--- src/rtl/mem_port_arbiter_if.sv ---
// Bus bundle between the two memory requesters (CPU, debug/loader), the
// arbiter and the single-port RAM macro.
interface mem_port_arbiter_if #(
    parameter int ADDR_W = 9,
    parameter int DATA_W = 32
);
    // Requester handshake: req is held high until the one-cycle ack pulse.
    // Inputs are sampled on the grant edge and may change afterwards.
    logic              cpu_req;
    logic              cpu_we;
    logic [ADDR_W-1:0] cpu_addr;
    logic [DATA_W-1:0] cpu_wdata;
    logic [DATA_W-1:0] cpu_rdata;
    logic              cpu_ack;

    logic              dbg_req;
    logic              dbg_we;
    logic [ADDR_W-1:0] dbg_addr;
    logic [DATA_W-1:0] dbg_wdata;
    logic [DATA_W-1:0] dbg_rdata;
    logic              dbg_ack;

    logic [ADDR_W-1:0] mem_addr;
    logic [DATA_W-1:0] mem_wdata;
    logic              mem_we;
    logic [DATA_W-1:0] mem_rdata;

    logic [1:0]        out_owner;
    logic              out_busy;

    modport slave (
        input  cpu_req, cpu_we, cpu_addr, cpu_wdata,
        input  dbg_req, dbg_we, dbg_addr, dbg_wdata,
        input  mem_rdata,
        output cpu_rdata, cpu_ack, dbg_rdata, dbg_ack,
        output mem_addr, mem_wdata, mem_we,
        output out_owner, out_busy
    );

    modport master (
        output cpu_req, cpu_we, cpu_addr, cpu_wdata,
        output dbg_req, dbg_we, dbg_addr, dbg_wdata,
        output mem_rdata,
        input  cpu_rdata, cpu_ack, dbg_rdata, dbg_ack,
        input  mem_addr, mem_wdata, mem_we,
        input  out_owner, out_busy
    );
endinterface

--- src/rtl/mem_port_arbiter.sv ---
// Round-robin arbiter sharing one synchronous single-port RAM between the CPU
// and debug ports; each transaction runs IDLE -> ACCESS -> CAPTURE.
module mem_port_arbiter #(
    parameter int ADDR_W = 9,
    parameter int DATA_W = 32
) (
    input  logic                 clk,
    input  logic                 in_reset,
    mem_port_arbiter_if.slave    bus,
    output logic [1:0]           fsm_state
);

    typedef enum logic [1:0] {
        IDLE    = 2'd0,
        ACCESS  = 2'd1,
        CAPTURE = 2'd2
    } state_t;

    localparam logic [1:0] OWN_NONE = 2'b00;
    localparam logic [1:0] OWN_CPU  = 2'b01;
    localparam logic [1:0] OWN_DBG  = 2'b10;

    state_t            state;
    state_t            state_nx;
    logic              last_grant;   // 1 = debug was granted last
    logic [1:0]        owner;
    logic              lat_we;
    logic [ADDR_W-1:0] lat_addr;
    logic [DATA_W-1:0] lat_wdata;
    logic [DATA_W-1:0] cpu_rdata_q;
    logic [DATA_W-1:0] dbg_rdata_q;
    logic              cpu_ack_q;
    logic              dbg_ack_q;

    logic              cpu_elig;
    logic              dbg_elig;
    logic              grant;
    logic              grant_dbg;

    // A port whose ack is showing this cycle is still finishing; its held req
    // must not start a second transaction.
    always_comb begin
        cpu_elig  = bus.cpu_req & ~cpu_ack_q;
        dbg_elig  = bus.dbg_req & ~dbg_ack_q;
        grant     = 1'b0;
        grant_dbg = 1'b0;
        state_nx  = state;
        case (state)
            IDLE: begin
                if (cpu_elig | dbg_elig) begin
                    grant     = 1'b1;
                    grant_dbg = (cpu_elig & dbg_elig) ? ~last_grant : dbg_elig;
                    state_nx  = ACCESS;
                end
            end
            ACCESS:  state_nx = CAPTURE;
            CAPTURE: state_nx = IDLE;
            default: state_nx = IDLE;
        endcase
    end

    always_ff @(posedge clk or negedge in_reset) begin
        if (!in_reset) begin
            state <= IDLE;
        end else begin
            state <= state_nx;
        end
    end

    always_ff @(posedge clk or negedge in_reset) begin
        if (!in_reset) begin
            last_grant  <= 1'b1;
            owner       <= OWN_NONE;
            lat_we      <= 1'b0;
            lat_addr    <= '0;
            lat_wdata   <= '0;
            cpu_rdata_q <= '0;
            dbg_rdata_q <= '0;
            cpu_ack_q   <= 1'b0;
            dbg_ack_q   <= 1'b0;
        end else begin
            cpu_ack_q <= 1'b0;
            dbg_ack_q <= 1'b0;
            if (grant) begin
                last_grant <= grant_dbg;
                owner      <= grant_dbg ? OWN_DBG : OWN_CPU;
                lat_we     <= grant_dbg ? bus.dbg_we    : bus.cpu_we;
                lat_addr   <= grant_dbg ? bus.dbg_addr  : bus.cpu_addr;
                lat_wdata  <= grant_dbg ? bus.dbg_wdata : bus.cpu_wdata;
            end
            // RAM read data is valid during CAPTURE (one-cycle macro latency).
            if (state == CAPTURE) begin
                owner <= OWN_NONE;
                if (owner == OWN_CPU) begin
                    cpu_ack_q <= 1'b1;
                    if (!lat_we) cpu_rdata_q <= bus.mem_rdata;
                end else if (owner == OWN_DBG) begin
                    dbg_ack_q <= 1'b1;
                    if (!lat_we) dbg_rdata_q <= bus.mem_rdata;
                end
            end
        end
    end

    // mem_we is decoded from reset-cleared registers so it drops as soon as
    // in_reset falls, without waiting for a clock.
    assign bus.mem_addr  = lat_addr;
    assign bus.mem_wdata = lat_wdata;
    assign bus.mem_we    = (state == ACCESS) & lat_we;
    assign bus.out_owner = owner;
    assign bus.out_busy  = (state != IDLE);
    assign bus.cpu_rdata = cpu_rdata_q;
    assign bus.dbg_rdata = dbg_rdata_q;
    assign bus.cpu_ack   = cpu_ack_q;
    assign bus.dbg_ack   = dbg_ack_q;
    assign fsm_state     = state;

endmodule

--- src/flat_wrapper.sv ---
// flat-port wrapper written by rule: the top's interface ports become plain ports
module mem_port_arbiter_flat 
#(
    parameter int ADDR_W = 9,
    parameter int DATA_W = 32
)
  (clk, in_reset, fsm_state, bus_cpu_req, bus_cpu_we, bus_cpu_addr, bus_cpu_wdata, bus_dbg_req, bus_dbg_we, bus_dbg_addr, bus_dbg_wdata, bus_mem_rdata, bus_cpu_rdata, bus_cpu_ack, bus_dbg_rdata, bus_dbg_ack, bus_mem_addr, bus_mem_wdata, bus_mem_we, bus_out_owner, bus_out_busy);
  mem_port_arbiter_if #(.ADDR_W(ADDR_W), .DATA_W(DATA_W)) bus_i ();
  input  logic clk;
  input  logic in_reset;
  output logic [1:0] fsm_state;
  input wire logic [$bits(bus_i.cpu_req)-1:0] bus_cpu_req;
  input wire logic [$bits(bus_i.cpu_we)-1:0] bus_cpu_we;
  input wire logic [$bits(bus_i.cpu_addr)-1:0] bus_cpu_addr;
  input wire logic [$bits(bus_i.cpu_wdata)-1:0] bus_cpu_wdata;
  input wire logic [$bits(bus_i.dbg_req)-1:0] bus_dbg_req;
  input wire logic [$bits(bus_i.dbg_we)-1:0] bus_dbg_we;
  input wire logic [$bits(bus_i.dbg_addr)-1:0] bus_dbg_addr;
  input wire logic [$bits(bus_i.dbg_wdata)-1:0] bus_dbg_wdata;
  input wire logic [$bits(bus_i.mem_rdata)-1:0] bus_mem_rdata;
  output wire logic [$bits(bus_i.cpu_rdata)-1:0] bus_cpu_rdata;
  output wire logic [$bits(bus_i.cpu_ack)-1:0] bus_cpu_ack;
  output wire logic [$bits(bus_i.dbg_rdata)-1:0] bus_dbg_rdata;
  output wire logic [$bits(bus_i.dbg_ack)-1:0] bus_dbg_ack;
  output wire logic [$bits(bus_i.mem_addr)-1:0] bus_mem_addr;
  output wire logic [$bits(bus_i.mem_wdata)-1:0] bus_mem_wdata;
  output wire logic [$bits(bus_i.mem_we)-1:0] bus_mem_we;
  output wire logic [$bits(bus_i.out_owner)-1:0] bus_out_owner;
  output wire logic [$bits(bus_i.out_busy)-1:0] bus_out_busy;
  assign bus_i.cpu_req = bus_cpu_req;
  assign bus_i.cpu_we = bus_cpu_we;
  assign bus_i.cpu_addr = bus_cpu_addr;
  assign bus_i.cpu_wdata = bus_cpu_wdata;
  assign bus_i.dbg_req = bus_dbg_req;
  assign bus_i.dbg_we = bus_dbg_we;
  assign bus_i.dbg_addr = bus_dbg_addr;
  assign bus_i.dbg_wdata = bus_dbg_wdata;
  assign bus_i.mem_rdata = bus_mem_rdata;
  assign bus_cpu_rdata = bus_i.cpu_rdata;
  assign bus_cpu_ack = bus_i.cpu_ack;
  assign bus_dbg_rdata = bus_i.dbg_rdata;
  assign bus_dbg_ack = bus_i.dbg_ack;
  assign bus_mem_addr = bus_i.mem_addr;
  assign bus_mem_wdata = bus_i.mem_wdata;
  assign bus_mem_we = bus_i.mem_we;
  assign bus_out_owner = bus_i.out_owner;
  assign bus_out_busy = bus_i.out_busy;
  mem_port_arbiter #(.ADDR_W(ADDR_W), .DATA_W(DATA_W)) u_core (.clk(clk), .in_reset(in_reset), .bus(bus_i), .fsm_state(fsm_state));
endmodule
--- config.mk ---
export PLATFORM = sky130hd
export DESIGN_NAME = mem_port_arbiter_flat
export DESIGN_NICKNAME = d
export VERILOG_FILES = /design/src/rtl/mem_port_arbiter_if.sv /design/src/rtl/mem_port_arbiter.sv /design/src/flat_wrapper.sv
export SDC_FILE = /design/constraint.sdc
export NUM_CORES = 1
export LEC_CHECK = 0
export CAP_MARGIN = 0
export CORE_MARGIN = 1.5
export CORE_UTILIZATION = 36
export DETAILED_ROUTE_END_ITERATION = 8
export PLACE_DENSITY = 0.86
export SLEW_MARGIN = 20
export SYNTH_ARGS = -nofsm -noshare
export SYNTH_HDL_FRONTEND = slang
export SYNTH_SLANG_ARGS = --single-unit
--- constraint.sdc ---
create_clock -name clk -period 1.5 [get_ports clk]
set_clock_uncertainty 0.15 [all_clocks]
set_input_delay 0.45 -clock clk [delete_from_list [all_inputs] [get_ports clk]]
set_output_delay 0.45 -clock clk [all_outputs]
set_load 0.03 [all_outputs]
* Yosys cells after proc, flatten, opt, wreduce, memory -nomap -nowiden
Cells that the tools add are included.
Cells by class: eq/ne operators 5, muxes and demuxes 18, bitwise gates (word level) 10, reductions and logical operators 5
Operators with widths (count):
- $mux 32 | 1
- $mux 1 | 11
- $mux 9 | 1
- $mux 2 | 4
- $not 1->1 | 5
- $and 1x1->1 | 4
- $eq 2x1->1 const B | 2
- $eq 2x2->1 const B | 2
- $pmux 2 s2 | 1
- $reduce_and 4->1 | 1
- $reduce_bool 2->1 | 2
- $reduce_and 3->1 | 1
- $logic_not 2->1 | 1
- $ne 2x1->1 const B | 1
- $or 1x1->1 | 1
Storage, ports and cells: flip-flop bits (word level) 113, input port bits 120, output and inout port bits 113, logic and storage cells 48

* Longest topological paths before layout
Gate-level depths: netlist of the first run.
depth in word-level cells 9, mapped depth 6

* Least setup slack after synthesis of the first run
OpenSTA, ideal clock, no wires.
path type flip-flop to flip-flop, from reg u_core.state[1], in the netlist u_core.fsm_state[1], to reg u_core.lat_wdata[23], in the netlist u_core.bus.mem_wdata[23], setup time 0.132 ns, arrival time 1.541 ns, setup slack -0.323 ns, cell stages (with the launch flop) 7, buffers on the path 2, period minus slack after synthesis 1.823 ns, cell sequence dfrtp_1 > or2_4 > o21bai_2 > buf_2 > buf_6 > nand2_1 > o21ai_1
Between the ends: longest elaborated chain between the ends 3, elaborated cells between the ends (all ways) 4, those cells by class mux (3); reduce/logical (1)
RTL lines:
- start: declaration | line mem_port_arbiter.sv:23 | state_t state;
- start signal: assignment | line mem_port_arbiter.sv:66 | state <= state_nx;
- $logic_not 2->1 (*) | line mem_port_arbiter.sv:48 | case (state)
- $mux 1 | line mem_port_arbiter.sv:48
- $mux 32 | line mem_port_arbiter.sv:89 | lat_wdata <= grant_dbg ? bus.dbg_wdata : bus.cpu_wdata;
- end signal: assignment | line mem_port_arbiter.sv:89
- end: declaration | line mem_port_arbiter.sv:29 | logic [DATA_W-1:0] lat_wdata;
Every way passes the cells marked *; elsewhere a longest branch is shown, timed or not. A chain may end at the register's enable or synchronous reset.

* Final worst setup path of the first run
from reg u_core.state[0], in the netlist u_core.fsm_state[0], to out bus_out_busy
Between the ends: longest elaborated chain between the ends 1
RTL lines:
- $reduce_bool 2->1 | line mem_port_arbiter.sv:111 | assign bus.out_busy = (state != IDLE);
- end: declaration | line flat_wrapper.sv:29 | output wire logic [$bits(bus_i.out_busy)-1:0] bus_out_busy;
Every way passes these cells.

==> results.md, run 1 <==
- CP endpoint kind: output pin
- Pre-Repair DR Iteration Count: 6
- Hold Vio Cnt, Final: 0
- Mean Syn Cell Area: 12.9 um^2
- Core area: 12200 um^2
- Placed Cells: 745
- DRT iter0 DRCs: 199
- Post-Route WL: 17400 um
- WL/cell: 20.4 um
- Vias per inst: 5.01
- Final Core Density: 0.758
- Grt ovf: 0
- Synth area leader: dfrtp_1
- Sequential Area: 2830 um^2
- Post-synth top cells: dfrtp_1 (112), mux2_2 (60), nand2_1 (43)
- GP Congestion: 0.772
- Via count: 4260
- Largest net degree at the start of global routing: 67
- Die height: 115 um
- Crit share post-route: 1.30
- Most numerous cell in the Yosys netlist: dfrtp_1
- DRT antenna net count: 0
- RSZ-0062 raised after global routing: true
- Initial Utilization: 0.372
- Fraction of layout cells with a size suffix above 1: 0.533
- Ant. Diodes: 0
- Setup Viol. Count Final: 222
- Fraction of registers with async set/reset: 1.00
- H-tree levels: 4
- WS Path Type: flop to output pin
- Area of the multi-input gates: 1940 um^2
- Die footprint: 13300 um^2
- Site Rows: 40
- TNS Setup: -40040 ps
- Root Buffer: clkbuf_16
- Status: finished, violations left
- Max-slew headroom: 0.811
- Hold Path Class: input pin to async pin
- Crit path arrival time: 1350 ps
- Achievable Freq: 513 MHz
- First-pass GRT wire length: 24500 um
- Most used DFF post-synth: dfrtp_1
- Crit path time final: 1950 ps
- Reg clk slew, reported paths: 60 ps
- Synth Instances: 350
- Area after DPL: 6890 um^2
- Max Cap Viol: 0
- CTS tree: yes
- Synthesized Nets: 470
- Initial antenna violation count: 0
- Vias in the first global route: 4493
- Post-synth EDFFs: 0
- Fillers: 710
- Sequential-to-total area share from yosys stat: 0.625
- Slew @ Worst Pin: 283 ps
- Synth top area share: 0.619
- Final Max Slew Viols: 0
- GR Util All Layers: 0.247
- Final instance area: 9210 um^2
- CTS Sinks: 113
- Yosys cell types: 28
- Critical Path Source Type: flop
- Worst skew pair latency: 400 ps
- Critical Path RT: 900 ps
- Setup WS post-layout: -451 ps
- Synth Register Bits: 113
- Synth Cell Area: 4530 um^2
- Power per Cell Area: 2550 nW/um^2
- DP Wirelength: 9130 um
- Area Overhead vs Synth: 104%
- Pleak: 4.19 nW
- Main area contributors after synthesis: dfrtp_1 (62%), mux2_2 (15%), o22ai_1 (5.8%), o21ai_1 (4.4%), nand2_1 (3.6%)
- Clock Path Buffers: 2
- Die Wd: 115 um
- # IOs: 233
- I/O Buffers: 232
- Yosys warns: 0
- Nets@finish: 790
- Fin cells: 851
- CTS buffer count: 17
- Worst Path Max Fanout: 3
- Peak supply drop: 1070 uV
- Failing checks: negative setup slack
- Drt drc: 0
[area by class of cell]
class | instances | area share
well taps | 168 | 0.0228
clock buffers | 23 | 0.0530
flip-flops and latches | 113 | 0.308
clock inverters | 9 | 0.0191
multi-input cells | 210 | 0.211
inverters | 3 | 0.00122
repair buffers | 325 | 0.385
[per-stage QoR]
stage                     power (mW)  setup slack, ps  hold WS (ps)
after detailed placement        14.9             -635           197
after global routing            24.4             -478           341
after global placement          14.6             -553           194
after CTS                       22.4             -448           317
after floorplan                 11.3             -186          4.41
final                           23.5             -451           330
[worst max-delay path, stage by stage, from the launching register on]
cell and delay (ps):
dfrtp_2 430, or2_4 270, buf_6 120, buf_6 130
[state kept, by name, indices dropped and copies added, names as in the netlist, 2 cells and up]
signal	cells
u_core.bus.mem_addr	9
u_core.bus.mem_wdata	32
u_core.fsm_state	2
u_core.bus.cpu_rdata	32
u_core.bus.out_owner	2
u_core.bus.dbg_rdata	32
[power breakdown]
part / total, mW / switching (mW) / internal (mW) / leakage, nW
logic: 13.1 / 6.53 / 6.60 / 2.52
clock network: 4.53 / 1.41 / 3.12 / 0.323
registers: 5.85 / 1.23 / 4.63 / 1.35
total: 23.5 / 9.16 / 14.4 / 4.19
[routing by layer]
layer	wire, um	global-route usage	vias to the layer above	part of all wire
met2	9360	0.453	181	0.54
met1	6580	0.266	2141	0.38
met3	1030	0.0691	32	0.059
met5	0	0	-	0
li1	-	-	1906	-
met4	397	0.103	0	0.023
[final timing paths]
| path | start | endpoint | cells after the start | slack [ps] |
|---|---|---|---|---|
| max | u_core.fsm_state[0]$_DFFE_PN0P_ | bus_out_busy | 3 | -450 |
| min | in_reset | u_core.bus.cpu_rdata[26]$_DFFE_PN0P_ | 2 | 330 |
| max reg2reg | u_core.fsm_state[0]$_DFFE_PN0P_ | u_core.bus.mem_addr[7]$_DFFE_PN0P_ | 8 | -420 |
| min reg2reg | u_core.last_grant$_DFFE_PN1P_ | u_core.last_grant$_DFFE_PN1P_ | 1 | 360 |
| max in group asynchronous | in_reset | u_core.bus.cpu_rdata[2]$_DFFE_PN0P_ | 3 | 310 |
| min in group clk | u_core.last_grant$_DFFE_PN1P_ | u_core.last_grant$_DFFE_PN1P_ | 1 | 360 |
[cells by family (layout without fill, tap and decap cells)]
group | Yosys count | after routing | share of synthesized area
muxes | 64 | 64 | 0.159
AOI/OAI and AO/OA | 89 | 89 | 0.113
and+or+nand+nor | 57 | 57 | 0.0600
buffers and inverters | 27 | 360 | 0.0431
DFF | 113 | 113 | 0.625
[layout by cell type, fill, tap and decap left out, drive strengths merged]
cell type and n:
and3b 1, clkinvlp 1, dfrtp 112, clkinv 3, clkdlybuf4s50 118, nand3 1, o21ai 43, nand2b 1
nor3b 2, inv 3, and2 1, dlygate4sd3 1, o22ai 42, bufinv 5, nand3b 3, mux2 64
or2 1, nand2 43, clkbuf 24, a21oi 1, nor2b 2, o21bai 1, a2bb2oi 1, buf 205
dfstp 1, a21o 1, nor2 2
[what timing repair did]
item	4_1_cts	5_1_grt
hold buffers	1	0
buffers inserted	38	36
pin swaps	9	76
resized for setup	156	94
endpoints found under the setup margin	222	223
endpoints found under the hold margin	13	0
cloned	14	1
Power figures use the tool's default switching activity.
==> run 2, diff against run 1 <==
CORE_UTILIZATION = 40   (was 36)
GPL_TIMING_DRIVEN = 1   (was not set)
PLACE_DENSITY = 0.9   (was 0.86)
clock period = 1.9 ns   (was 1.5 ns; I/O delays follow)
==> run 2 against run 1 <==
- the run still ends with negative setup slack left
- first-iteration DRC count is 32% lower
- final cell count is 12% lower
- sequential cell count is the same
- final area fell by 16%
- wire length decreased by 23%
- register-to-register slack improved by 500 ps
- sequential share of layout area is 5.9 points higher
- non-clock buffer count fell by 71
- clock power fell by 22%
- critical path depth grew 1
- combinational power shrank 44%
==> results.md, run 2 (same netlist as run 1, synthesis figures left out) <==
- Status: finished, violations left
- Failing checks: negative setup slack
- GR Util All Layers: 0.220 (-0.0268)
- Pre-Repair DR Iteration Count: 4 (-2)
- WL/cell: 17.8 um (-13%)
- Final instance area: 7730 um^2 (-16%)
- Achievable Freq: 512 MHz
- Fillers: 763 (+7.5%)
- Drt drc: 0 (unchanged)
- Worst Hold Depth: 2
- DP Wirelength: 9510 um (+4.1%)
- DRT iter0 DRCs: 135 (-32%)
- GP Congestion: 0.798 (+3.4%)
- Initial antenna violation count: 0 (unchanged)
- CTS tree: yes
- # IOs: 233 (unchanged)
- Fraction of layout cells with a size suffix above 1: 0.234 (-0.299)
- Largest net degree at the start of global routing: 67 (unchanged)
- H-tree levels: 4 (unchanged)
- Setup WS post-layout: -52.1 ps (+398 ps)
- Max-slew headroom: 0.745 (-0.0660)
- Ant. Diodes: 0 (unchanged)
- Slew @ Worst Pin: 382 ps (+99.0 ps)
- Largest stage delay on the critical path: 430 ps (about the same)
- Setup Viol. Count Final: 2 (-99%)
- Worst Path Max Fanout: 4 (+1)
- RSZ-0062 raised after global routing: true
- Nets@finish: 719 (-9.0%)
- Worst skew pair latency: 390 ps (about the same)
- Area of the multi-input gates: 1520 um^2 (-22%)
- Die Wd: 109 um (-5.0%)
- Peak supply drop: 1160 uV (+8.9%)
- Site Rows: 38 (-5.0%)
- Fin cells: 752 (-12%)
- WS Path Type: flop to output pin
- Commonest non-fill, non-tap cell in the layout: clkdlybuf4s50_1
- Buf+Inv Stages, Crit Path: 2 (unchanged)
- Via count: 3787 (-11%)
- Post-Route WL: 13400 um (-23%)
- Hold Path End: u_core.bus.mem_wdata[15]$_DFFE_PN0P_
- DRT antenna net count: 0 (unchanged)
- Crit path arrival time: 1230 ps (-120 ps)
- Reg clk slew, reported paths: 50 ps (about the same)
- Area Overhead vs Synth: 70.8%
- Crit path time final: 1950 ps
- Max Cap Viol: 0 (unchanged)
- Placed Cells: 710 (-4.7%)
- CTS buffer count: 17 (unchanged)
- Final Max Slew Viols: 0 (unchanged)
- Crit share post-route: 1.03
- CP endpoint kind: output pin
- Family with the most delay on the worst path: flip-flops
- Worst hold path startpoint: u_core.bus.mem_wdata[15]$_DFFE_PN0P_
- Clock Path Buffers: 2 (unchanged)
- Grt ovf: 0 (unchanged)
- Worst r2r src: u_core.fsm_state[1]$_DFFE_PN0P_
- Area after DPL: 7030 um^2 (+2.1%)
- Most frequent cells in the layout: clkdlybuf4s50_1 (118), dfrtp_1 (110), clkdlybuf4s15_1 (64)
- Hold Vio Cnt, Final: 0 (unchanged)
- FF-to-FF End: u_core.bus.mem_addr[8]$_DFFE_PN0P_
- Initial Utilization: 0.414 (+0.0417)
- Crit-path cells: inv_2, nor2_4, and2_4, buf_12
- Die height: 109 um (-5.0%)
- Vias per inst: 5.04 (+0.60%)
- Slowest cell on crit path: dfrtp_2
- Power per Cell Area: 1960 nW/um^2 (-23%)
- Hold Path Class: flop to flop
- Die footprint: 12000 um^2 (-9.7%)
- First-pass GRT wire length: 20000 um (-18%)
- Pleak: 3.40 nW (-19%)
- Root Buffer: clkbuf_16
- Vias in the first global route: 4049 (-9.9%)
- Critical Path Source Type: flop
- Critical Path RT: 1180 ps (+280 ps)
- Core area: 10900 um^2 (-10%)
- Sequential Area: 2830 um^2 (about the same)
- CTS Sinks: 113 (unchanged)
- I/O Buffers: 232 (unchanged)
- R2R Setup Slk: 80 ps (+500 ps)
- FF-to-FF path depth: 6 (-2)
-- run 2: what timing repair did --
action	in CTS	in global routing
endpoints found under the hold margin	23	0
setup buffers	6	2
pin swaps	2	1
cloned	0	1
setup endpoints to repair	109	105
hold buffers	1	0
resized for setup	134	66
-- run 2: worst reg2reg max path: stages (launching register included) --
cell and delay [ps]:
dfrtp_2 440, or2_4 250, buf_4 140, and3b_2 320
buf_12 190, o22ai_1 100, o21ai_0 150
-- run 2: report_power, final --
part | switching (mW) | internal [mW] | total (mW)
clock | 1.07 | 2.46 | 3.53
sequential | 0.678 | 3.64 | 4.32
combinational | 4.37 | 2.93 | 7.30
-- run 2: metal layers --
metal / wire length, um / global-route usage / up-vias
met3: 889 / 0.0640 / 32
met5: 0 / 0 / -
met2: 7050 / 0.393 / 161
met4: 389 / 0.113 / 0
li1: - / - / 1760
met1: 5030 / 0.234 / 1834
-- run 2: worst max-delay path by stage --
stage | slack [ps] | endpoint | startpoint | cells after the start
finish | -50 | bus_mem_we | u_core.fsm_state[0]$_DFFE_PN0P_ | 4
detailed placement | -320 | u_core.bus.mem_wdata[14]$_DFFE_PN0P_ | bus_dbg_req | 6
floorplan | 80 | u_core.bus.mem_wdata[23]$_DFFE_PN0P_ | u_core.fsm_state[1]$_DFFE_PN0P_ | 6
CTS | -70 | bus_mem_we | u_core.fsm_state[0]$_DFFE_PN0P_ | 4
global placement | -260 | u_core.bus.mem_wdata[31]$_DFFE_PN0P_ | bus_dbg_req | 6
global route | -90 | bus_mem_we | u_core.fsm_state[0]$_DFFE_PN0P_ | 4
-- run 2: final cells by class --
type                            instances  area share
Clock buffer                           22      0.0626
Sequential cell                       113       0.366
Clock inverter                         10      0.0231
Multi-Input combinational cell        210       0.197
Inverter                                3     0.00146
Timing Repair Buffer                  254       0.327
Tap cell                              140      0.0227
-- run 2: stage by stage --
step	setup slack [ps]	hold slack, ps	setup TNS, ps	util	total power [mW]
2_1_floorplan	77.3	124	0	-	8.76
3_3_place_gp	-256	315	-9300	0.643	11.8
3_5_place_dp	-320	325	-11840	0.643	12.1
4_1_cts	-66.9	332	-132	0.700	15.0
5_1_grt	-93.3	349	-200	0.707	15.9
6_report	-52.1	330	-92.2	0.707	15.1
